### config.mk
export PLATFORM = sky130hd
export DESIGN_NAME = pm_arbiter
export DESIGN_NICKNAME = d
export VERILOG_FILES = /design/src/rtl/pm_pkg.sv /design/src/rtl/pm_rr_pick.sv /design/src/rtl/pm_arbiter.sv
export SDC_FILE = /design/constraint.sdc
export NUM_CORES = 1
export LEC_CHECK = 0
export CORE_MARGIN = 5
export CORE_UTILIZATION = 45
export DETAILED_ROUTE_END_ITERATION = 6
export DONT_BUFFER_PORTS = 1
export HOLD_SLACK_MARGIN = 0.15
export PLACE_DENSITY = 0.61
export SYNTH_ARGS = -nofsm -noshare
export SYNTH_HDL_FRONTEND = slang
export SYNTH_SLANG_ARGS = --single-unit
### constraint.sdc
create_clock -name Clock -period 3.4 [get_ports Clock]
set_input_delay 0.68 -clock Clock [delete_from_list [all_inputs] [get_ports Clock]]
set_output_delay 0.68 -clock Clock [all_outputs]
set_load 0.03 [all_outputs]
### src/rtl/pm_pkg.sv
// Shared types and helpers for the page-mode arbiter.
package pm_pkg;

   localparam int ADDR_W = 22;
   localparam int LEN_W  = 3;
   localparam int PTR_W  = 2;

   typedef enum logic [2:0] {
      IDLE,
      ISSUE1,
      WAIT1,
      ISSUE2,
      WAIT2,
      DONE
   } pm_state_e;

   // Words left in the page that holds addr, i.e. 2^page_bits - offset.
   function automatic logic [ADDR_W:0] page_room(input logic [ADDR_W-1:0] addr,
                                                 input int page_bits);
      logic [ADDR_W:0] page_sz;
      logic [ADDR_W:0] mask;
      page_sz = (ADDR_W+1)'(1) << page_bits;
      mask    = page_sz - (ADDR_W+1)'(1);
      return page_sz - ({1'b0, addr} & mask);
   endfunction

endpackage

### src/rtl/pm_rr_pick.sv
// Combinational round-robin selector: first request at or after the pointer.
module pm_rr_pick
   import pm_pkg::*;
#(
   parameter int NREQ = 2
) (
   input  logic [NREQ-1:0]  req,
   input  logic [PTR_W-1:0] rr,
   output logic [NREQ-1:0]  pick,
   output logic [PTR_W-1:0] idx,
   output logic             any
);

   logic [PTR_W-1:0] idx_lo;
   logic [PTR_W-1:0] idx_hi;
   logic             hi;

   always_comb begin
      idx_lo = '0;
      idx_hi = '0;
      hi     = 1'b0;
      any    = 1'b0;
      // Descending scan leaves the lowest matching index in each candidate.
      for (int j = NREQ - 1; j >= 0; j--) begin
         if (req[j]) begin
            idx_lo = PTR_W'(j);
            any    = 1'b1;
            if (j >= int'(rr)) begin
               idx_hi = PTR_W'(j);
               hi     = 1'b1;
            end
         end
      end
      idx  = hi ? idx_hi : idx_lo;
      pick = any ? (NREQ'(1) << idx) : '0;
   end

endmodule

### src/rtl/pm_arbiter.sv
// Round-robin arbiter splitting requests into page-safe Page_Mode bursts.
// Optional watchdog enabled by defining PMARB_TIMEOUT_EN.
//
// state  | meaning
// IDLE   | no service; pick and latch a requester
// ISSUE1 | first burst start pulse
// WAIT1  | waiting for first burst completion
// ISSUE2 | second burst start visible (split only)
// WAIT2  | waiting for second burst completion
// DONE   | completion pulse out, return to IDLE
module pm_arbiter
   import pm_pkg::*;
#(
   parameter int NREQ      = 2,
   parameter int PAGE_BITS = 4,
   parameter int TIMEOUT   = 255
) (
   input  logic                   Clock,
   input  logic                   aReset_n,
   input  logic [NREQ-1:0]        CIN_REQ,
   input  logic [NREQ*ADDR_W-1:0] DIN_ADDR,
   input  logic [NREQ*LEN_W-1:0]  DIN_LEN,
   output logic [NREQ-1:0]        COUT_GNT,
   output logic [NREQ-1:0]        COUT_DONE,
   output logic [ADDR_W-1:0]      DOUT_PM_ADDR,
   output logic [LEN_W-1:0]       DOUT_PM_LEN,
   output logic                   COUT_PM_START,
   input  logic                   CIN_PM_DONE,
   output logic                   COUT_ERR
);

   pm_state_e        state;
   logic [PTR_W-1:0] rr;
   logic [PTR_W-1:0] g_idx;
   logic [ADDR_W-1:0] addr_q;
   logic [LEN_W-1:0] len_q;
   logic [LEN_W-1:0] room_q;
   logic             split_q;

   logic [NREQ-1:0]   pick;
   logic [PTR_W-1:0]  pick_idx;
   logic              pick_any;
   logic [ADDR_W-1:0] sel_addr;
   logic [LEN_W-1:0]  sel_len;
   logic [ADDR_W:0]   room;
   logic [ADDR_W:0]   words;
   logic              split;
   logic [PTR_W-1:0]  rr_next;

   pm_rr_pick #(.NREQ(NREQ)) u_pick (
      .req  (CIN_REQ),
      .rr   (rr),
      .pick (pick),
      .idx  (pick_idx),
      .any  (pick_any)
   );

   always_comb begin
      sel_addr = '0;
      sel_len  = '0;
      for (int i = 0; i < NREQ; i++) begin
         if (pick_idx == PTR_W'(i)) begin
            sel_addr = DIN_ADDR[i*ADDR_W +: ADDR_W];
            sel_len  = DIN_LEN[i*LEN_W +: LEN_W];
         end
      end
      room  = page_room(sel_addr, PAGE_BITS);
      words = (ADDR_W+1)'(sel_len) + (ADDR_W+1)'(1);
      split = words > room;
   end

   assign rr_next = (g_idx == PTR_W'(NREQ - 1)) ? '0 : g_idx + PTR_W'(1);

`ifdef PMARB_TIMEOUT_EN
   localparam logic [7:0] WD_LIMIT = 8'(TIMEOUT);
   logic [7:0] wd_cnt;
`else
   assign COUT_ERR = 1'b0;
`endif

   always_ff @(posedge Clock or negedge aReset_n) begin
      if (!aReset_n) begin
         state         <= IDLE;
         rr            <= '0;
         g_idx         <= '0;
         addr_q        <= '0;
         len_q         <= '0;
         room_q        <= '0;
         split_q       <= 1'b0;
         COUT_GNT      <= '0;
         COUT_DONE     <= '0;
         DOUT_PM_ADDR  <= '0;
         DOUT_PM_LEN   <= '0;
         COUT_PM_START <= 1'b0;
`ifdef PMARB_TIMEOUT_EN
         wd_cnt        <= '0;
         COUT_ERR      <= 1'b0;
`endif
      end else begin
         COUT_PM_START <= 1'b0;
         COUT_DONE     <= '0;
`ifdef PMARB_TIMEOUT_EN
         if (state == WAIT1 || state == WAIT2) wd_cnt <= wd_cnt + 8'd1;
`endif
         case (state)
            IDLE: begin
               if (pick_any) begin
                  COUT_GNT <= pick;
                  g_idx    <= pick_idx;
                  addr_q   <= sel_addr;
                  len_q    <= sel_len;
                  room_q   <= room[LEN_W-1:0];
                  split_q  <= split;
                  state    <= ISSUE1;
               end
            end
            ISSUE1: begin
               COUT_PM_START <= 1'b1;
               DOUT_PM_ADDR  <= addr_q;
               DOUT_PM_LEN   <= split_q ? room_q - LEN_W'(1) : len_q;
`ifdef PMARB_TIMEOUT_EN
               wd_cnt        <= '0;
`endif
               state         <= WAIT1;
            end
            WAIT1: begin
               if (CIN_PM_DONE) begin
                  if (split_q) begin
                     // Second start is registered here so it follows the engine done by one cycle.
                     COUT_PM_START <= 1'b1;
                     DOUT_PM_ADDR  <= addr_q + ADDR_W'(room_q);
                     DOUT_PM_LEN   <= len_q - room_q;
`ifdef PMARB_TIMEOUT_EN
                     wd_cnt        <= '0;
`endif
                     state         <= ISSUE2;
                  end else begin
                     COUT_DONE <= COUT_GNT;
                     COUT_GNT  <= '0;
                     rr        <= rr_next;
                     state     <= DONE;
                  end
               end
`ifdef PMARB_TIMEOUT_EN
               else if (wd_cnt == WD_LIMIT) begin
                  COUT_ERR  <= 1'b1;
                  COUT_DONE <= COUT_GNT;
                  COUT_GNT  <= '0;
                  rr        <= rr_next;
                  state     <= DONE;
               end
`endif
            end
            ISSUE2: state <= WAIT2;
            WAIT2: begin
               if (CIN_PM_DONE) begin
                  COUT_DONE <= COUT_GNT;
                  COUT_GNT  <= '0;
                  rr        <= rr_next;
                  state     <= DONE;
               end
`ifdef PMARB_TIMEOUT_EN
               else if (wd_cnt == WD_LIMIT) begin
                  COUT_ERR  <= 1'b1;
                  COUT_DONE <= COUT_GNT;
                  COUT_GNT  <= '0;
                  rr        <= rr_next;
                  state     <= DONE;
               end
`endif
            end
            DONE:    state <= IDLE;
            default: state <= IDLE;
         endcase
      end
   end

endmodule

* Yosys cells after proc, flatten, opt, wreduce, memory -nomap -nowiden
Cells that the tools add are included.
** Word-level totals
- Output and inout bits :: 31
- Word-level logic and storage cells :: 89
- Input bits :: 55
- Register bits :: 66
** Cells by class
- Shift-type cells :: 1
- Multiplexer cells :: 46
- Reduce and logical (&&, ||, !) cells :: 10
- Eq/ne operators :: 11
- $lt $le $gt $ge :: 3
- Add/subtract/negate cells :: 6
** Operator list (number)
- $mux W22 :: 4
- $pmux W22 S2 :: 1
- $mux W2 :: 15
- $mux W3 :: 9
- $gt A4 B23 Y1 :: 1
- $add A22 B3 Y22 :: 1
- $pmux W3 S5 :: 1
- $mux W1 :: 11
- $ne A2 B2 Y1 const B :: 5
- $pmux W2 S2 :: 2
- $eq A3 B2 Y1 const B :: 2
- $pmux W2 S3 :: 1
- $pmux W3 S2 :: 1
- $reduce_and A3 Y1 :: 2
- $sub A5 B4 Y6 const A :: 1
- $reduce_and A5 Y1 :: 1
- $add A3 B1 Y4 const B :: 1
- $eq A2 B1 Y1 const B :: 2
- $ge A1 B2 Y1 const A :: 2
- $reduce_and A4 Y1 :: 1
- $reduce_bool A2 Y1 :: 2
- $eq A3 B1 Y1 const B :: 1
- $eq A3 B3 Y1 const B :: 1
- $logic_not A3 Y1 :: 1
- other kinds (8) :: 8

* Longest topological paths before layout
- Depth in word-level cells :: 11
- Gate-level depth with buffers :: 13
- Depth with buffers taken out :: 11

* By module
A second synthesis with hierarchy kept.
** Unflattened totals
- Cells, all modules :: 378
- Area, all modules :: 3661.0 µm²
** Modules (own cells, without submodules)
- pm_arbiter :: cells an instance 370, instances 1, seq. area each 1626.6 µm², area an instance 3608.5 µm²
- pm_rr_pick :: cells an instance 8, instances 1, seq. area each 0.0 µm², area an instance 52.6 µm²

* Worst setup path before layout
No wires, ideal clock.
- Kind :: input-to-reg
- Start :: input CIN_REQ[0]
- End :: register split_q
- Buffers on the path :: 2
- Stages on the path :: 13
- Data required time :: 3278 ps
- Setup time :: 122 ps
- Arrival time :: 2806 ps
- Slack :: 472 ps
- Cells stage by stage :: inv_1 -> o21ai_1 -> buf_4 -> buf_4 -> mux2i_1 -> inv_1 -> ha_1 -> ha_1 -> nor2b_1 -> o21a_1 -> o21ai_0 -> nand2b_1 -> a32o_1
** On the way
- Word-level cells in the longest chain between the ends :: 7
- Elaborated cells between the ends (all ways) :: 15
- Those cells by class :: 2 x add/sub; 1 x order compare; 1 x eq/ne; 9 x mux; 2 x reduce/logical
** RTL lines
- from (decl) :: RTL line pm_arbiter.sv:20 : input logic [NREQ-1:0] CIN_REQ,
- $mux W1 / $mux W2 (equally long branches) :: RTL line pm_rr_pick.sv:25 : if (req[j]) begin
- $mux W2 (*) :: RTL line pm_rr_pick.sv:34 : idx = hi ? idx_hi : idx_lo;
- $logic_not A2 Y1 :: RTL line pm_arbiter.sv:62 : if (pick_idx == PTR_W'(i)) begin
- $mux W3 :: RTL line pm_arbiter.sv:62
- $mux W3 (*) :: RTL line pm_arbiter.sv:62
- via sel_len[1] :: RTL line pm_arbiter.sv:44 : logic [LEN_W-1:0] sel_len;
- $add A3 B1 Y4 (*) :: RTL line pm_arbiter.sv:68 : words = (ADDR_W+1)'(sel_len) + (ADDR_W+1)'(1);
- $gt A4 B23 Y1 (*) :: RTL line pm_arbiter.sv:69 : split = words > room;
- to (signal assigned) :: RTL line pm_arbiter.sv:113 : split_q <= split;
- to (decl) :: RTL line pm_arbiter.sv:38 : logic split_q;
Mark *: on every way through the listed nets, which the timed path passes. The rest lies on a longest branch.
A chain may end at the register's enable or synchronous reset.

* Worst setup path in the final report
- Start :: register rr[0]
- End :: register split_q
** On the way
- Word-level cells in the longest chain between the ends :: 11
- Elaborated cells between the ends (all ways) :: 20
- Those cells by class :: 2 x add/sub; 3 x order compare; 1 x eq/ne; 13 x mux; 1 x reduce/logical
** RTL lines
- from (decl) :: RTL line pm_arbiter.sv:33 : logic [PTR_W-1:0] rr;
- from (signal assigned) :: RTL line pm_arbiter.sv:140 : rr <= rr_next;
- from (signal assigned) :: RTL line pm_arbiter.sv:159 : rr <= rr_next;
- $ge A1 B2 Y1 :: RTL line pm_rr_pick.sv:28 : if (j >= int'(rr)) begin
- $mux W1 :: RTL line pm_rr_pick.sv:28
- $mux W2 / $mux W1 (equally long branches) :: RTL line pm_rr_pick.sv:25
- $mux W2 / $mux W1 (equally long branches) :: RTL line pm_rr_pick.sv:28
- $mux W2 / $mux W1 (equally long branches) :: RTL line pm_rr_pick.sv:25
- $mux W2 (*) :: RTL line pm_rr_pick.sv:34
- $logic_not A2 Y1 :: RTL line pm_arbiter.sv:62
- $mux W22 / $mux W3 (equally long branches) (2 in series) :: RTL line pm_arbiter.sv:62
- $sub A5 B4 Y6 / $add A3 B1 Y4 (equally long branches) :: RTL line pm_pkg.sv:24, pm_arbiter.sv:68
- $gt A4 B23 Y1 (*) :: RTL line pm_arbiter.sv:69
Mark *: on every way between the ends. The rest lies on a longest branch, timed or not.

==> flow_summary_export.csv <==
group,metric,value,unit
global_routing,grt_start_max_net_pins,64,
cells_and_area,antenna_cells,0,
cells_and_area,area_growth,8.51,%
place,port_buffers,0,
place,gp_congestion,0.880,
yosys,avgSynthCellArea,9.51,µm²
cells_and_area,final_design_area_no_fill,3680,µm²
global_routing,gr-usage-all-layers,15.7,%
pwr,netSwitchingFraction,45.7,%
yosys,ys.warnings.count,0,
cts,clock_path_buffers,2,
cts,cts_buffers,9,
yosys,ys_types,45,
yosys,synth_top_area_cell,"dfrtp_1",
cts,root_buffer,"clkbuf_8",
setup_path,r2r-end,"split_q$_DFFE_PN0P_",
sta,min_period,2670,ps
setup_path,cp-start-kind,"register",
route,via_per_inst,5.21,
route,route.met3.wl,556,µm
setup_path,critPathKind,"register to register",
setup_path,r2r_cells,9,
sta,holdWs,223,ps
setup_path,cp_max_fo,19,
pwr,p_per_area,1020,nW/µm²
sta,max_slew_margin,25.7,%
global_routing,antenna_found_initial,0,
yosys,synth_area,3400,µm²
sta,rsz0062_at_grt,"false",
sta,finalClockSkew,10.7,ps
yosys,syn_nets,424,
pwr,comb_power_share,33.6,%
cts,cts_tree,"done",
yosys,synth.most_common_cell,"dfrtp_1",
cells_and_area,multi_input_area,1680,µm²
route,drt_first_iter_violations,100,
cts,path_clk_slew,70,ps
cts,worstSkewPairLatency,330,ps
setup_path,reg2reg_slack,730,ps
yosys,synth_compound_area_share,14.5,%
route,num_vias,2369,
route,drc,0,
setup_path,crit_path_start,"rr[0]$_DFFE_PN0P_",
cells_and_area,seqCellArea,1580,µm²
sta,finalSetupViolCount,0,
sta,tns,0,ps
pwr,p_int,2030,µW
yosys,synthArstFlopShare,100,%
yosys,ys_seq_area_share,46.4,%
route,maxUsedRoutingLayer,"met4",
sta,worst_pin_slew,1110,ps
die,die_h,96.9,µm
cells_and_area,final_nets,419,
pwr,power.leakage,0.00163,µW
setup_path,path_cells,"o21ai_4, buf_4, mux2i_1, xnor2_1, ha_1, o21a_1, o21ai_0, nand2b_1, a32o_1",
cells_and_area,final.fill_count,727,
setup_path,cp_top_family,"compound AO/OA/AOI/OAI gates",
route,wl_met2,2.88,mm
yosys,synth_edf_count,0,
die,die_x,96.9,µm
setup_path,worst-path-buf-inv,1,
setup_path,end_kind,"register",
sta,hold_viol,0,
setup_path,max_stage_delay,410,ps
cts,post_cts_buffers,0,
place,post_dp_cell_area,3460,µm²
pwr,clock_power_share,17.2,%
die,core-area,7290,µm²
route,wirelength,7.24,mm
sta,period_share,78.4,%
die,start_util,46.6,%
pwr,p_sw,1710,µW
sta,timing.fmax,0.375,GHz
yosys,synth.area.top_cells,"dfrtp_1, mux2i_1, a21oi_1, o21ai_0, nand2_1",
route,wl_per_cell,15.9,µm
place,dp_hpwl,5.41,mm
yosys,synth_common_cells,"dfrtp_1, nand2_1, nor2_1, a21oi_1, o21ai_0",
cells_and_area,drive_gt1_share,7.58,%
route,ant_nets,0,
status,status,"complete, no violations",
die,ios,86,
yosys,synth_xor_area_share,6.45,%
global_routing,grt_pass1_vias,2359,
die,die_area,9380,µm²
pwr,power_frac_seq,49.3,%
route,wl_met1,3.72,mm
global_routing,grt_remaining_overflow,0,
sta,drv_slew,0,
die,rows,31,
yosys,synth-seq-cells,63,
yosys,synth_fa_ha_area_share,4.86,%
cts,cts_max_level,3,
setup_path,cp.required,3630,ps
yosys,syn_inst,357,
pwr,vdd.ir_drop.worst,297,µV
hold_path,hold_class,"input port to asynchronous set/reset pin",
yosys,synthMuxAreaShare,7.37,%
setup_path,timing.rr.start,"rr[0]$_DFFE_PN0P_",
run,maxCapViolCount,0,
cts,cts_sinks,63,
setup_path,crit_arrival,2890,ps
setup_path,cp_slowest_cell,"dfrtp_1",
global_routing,grt_pass1_wl,12.0,mm
yosys,synth_top_family_by_area,"simple AND/OR/NAND/NOR gates",
yosys,yosysTopAreaCellShare,46.4,%
yosys,synth-simple-area-share,15.3,%
yosys,synth_ff_type,"dfrtp_1",
route,dr.pass1.iters,4,
[placed cells by master (no fill, tap or decap), drive strengths merged, types with 2 or more instances in the layout]
cell	netlist	final
dfrtp	63	63
ha	10	10
nand2b	4	4
inv	16	16
o21ai	34	34
nor3	8	8
nand2	36	36
a21oi	35	35
nor2b	4	4
fa	2	2
nand4	2	2
mux2i	25	25
a21o	4	4
xor2	14	14
clkbuf	7	12
xnor2	11	11
and2	2	2
o2111a	2	2
buf	12	3
nor3b	2	2
and3	2	2
nand3	10	10
nor2	35	35
o21a	3	3
[through the flow]
step	util [%]	setup WS, ps	instances	total power [µW]
after floorplan	-	472	357	2800
after global placement	47.4	570	439	3070
after detailed placement	47.4	429	439	3110
after CTS	50.5	717	455	3780
after global routing	50.5	479	455	4050
final	50.5	734	455	3740
[per-layer routing]
layer	vias to the layer above	global-route usage (%)
met4	0	5.83
met3	6	5.25
li1	1217	-
met1	1072	23.7
met2	74	20.5
met5	-	0
[cell type report]
class / instances / share of cell area (%)
Multi-Input combinational cell: 259 / 45.7
Timing Repair Buffer: 3 / 1.15
Tap cell: 99 / 3.36
Clock inverter: 3 / 1.15
Sequential cell: 63 / 42.8
Clock buffer: 12 / 4.21
Inverter: 16 / 1.63
[registers in the layout, indices dropped and copies added (netlist names)]
| signal | count |
|---|---|
| COUT_GNT | 2 |
| len_q | 3 |
| DOUT_PM_LEN | 3 |
| addr_q | 22 |
| room_q | 2 |
| COUT_PM_START | 1 |
| split_q | 1 |
| g_idx | 1 |
| DOUT_PM_ADDR | 22 |
| state | 3 |
| rr | 1 |
| COUT_DONE | 2 |
[cells by family (layout without fill, tap and decap cells)]
kind of cell | Yosys count | after routing
and+or+nand+nor | 110 | 110
buffers and inverters | 35 | 34
xor gates and xnor gates | 25 | 25
AOI/OAI and AO/OA | 86 | 86
muxes | 25 | 25
DFF | 63 | 63
adders and majority gates | 12 | 12
other | 1 | 1
[timing repair]
item	CTS	global route
endpoints found under the hold margin	63	0
resized for setup	0	0
hold buffers	1	0
[worst max path at each step]
stage / cells past startpoint / endpoint
floorplan: 13 / split_q$_DFFE_PN0P_
global placement: 10 / split_q$_DFFE_PN0P_
detailed placement: 10 / split_q$_DFFE_PN0P_
CTS: 9 / split_q$_DFFE_PN0P_
global route: 9 / split_q$_DFFE_PN0P_
finish: 9 / split_q$_DFFE_PN0P_
[power groups by stage]
stage	Combinational (µW)	Sequential, µW	Clock (µW)
3_3_place_gp	1210	1850	0
6_report	1260	1840	643
5_1_grt	1460	1900	688
3_5_place_dp	1240	1870	0
2_1_floorplan	1110	1690	0
4_1_cts	1270	1850	661
No activity file was read; power rests on OpenSTA's default activity.
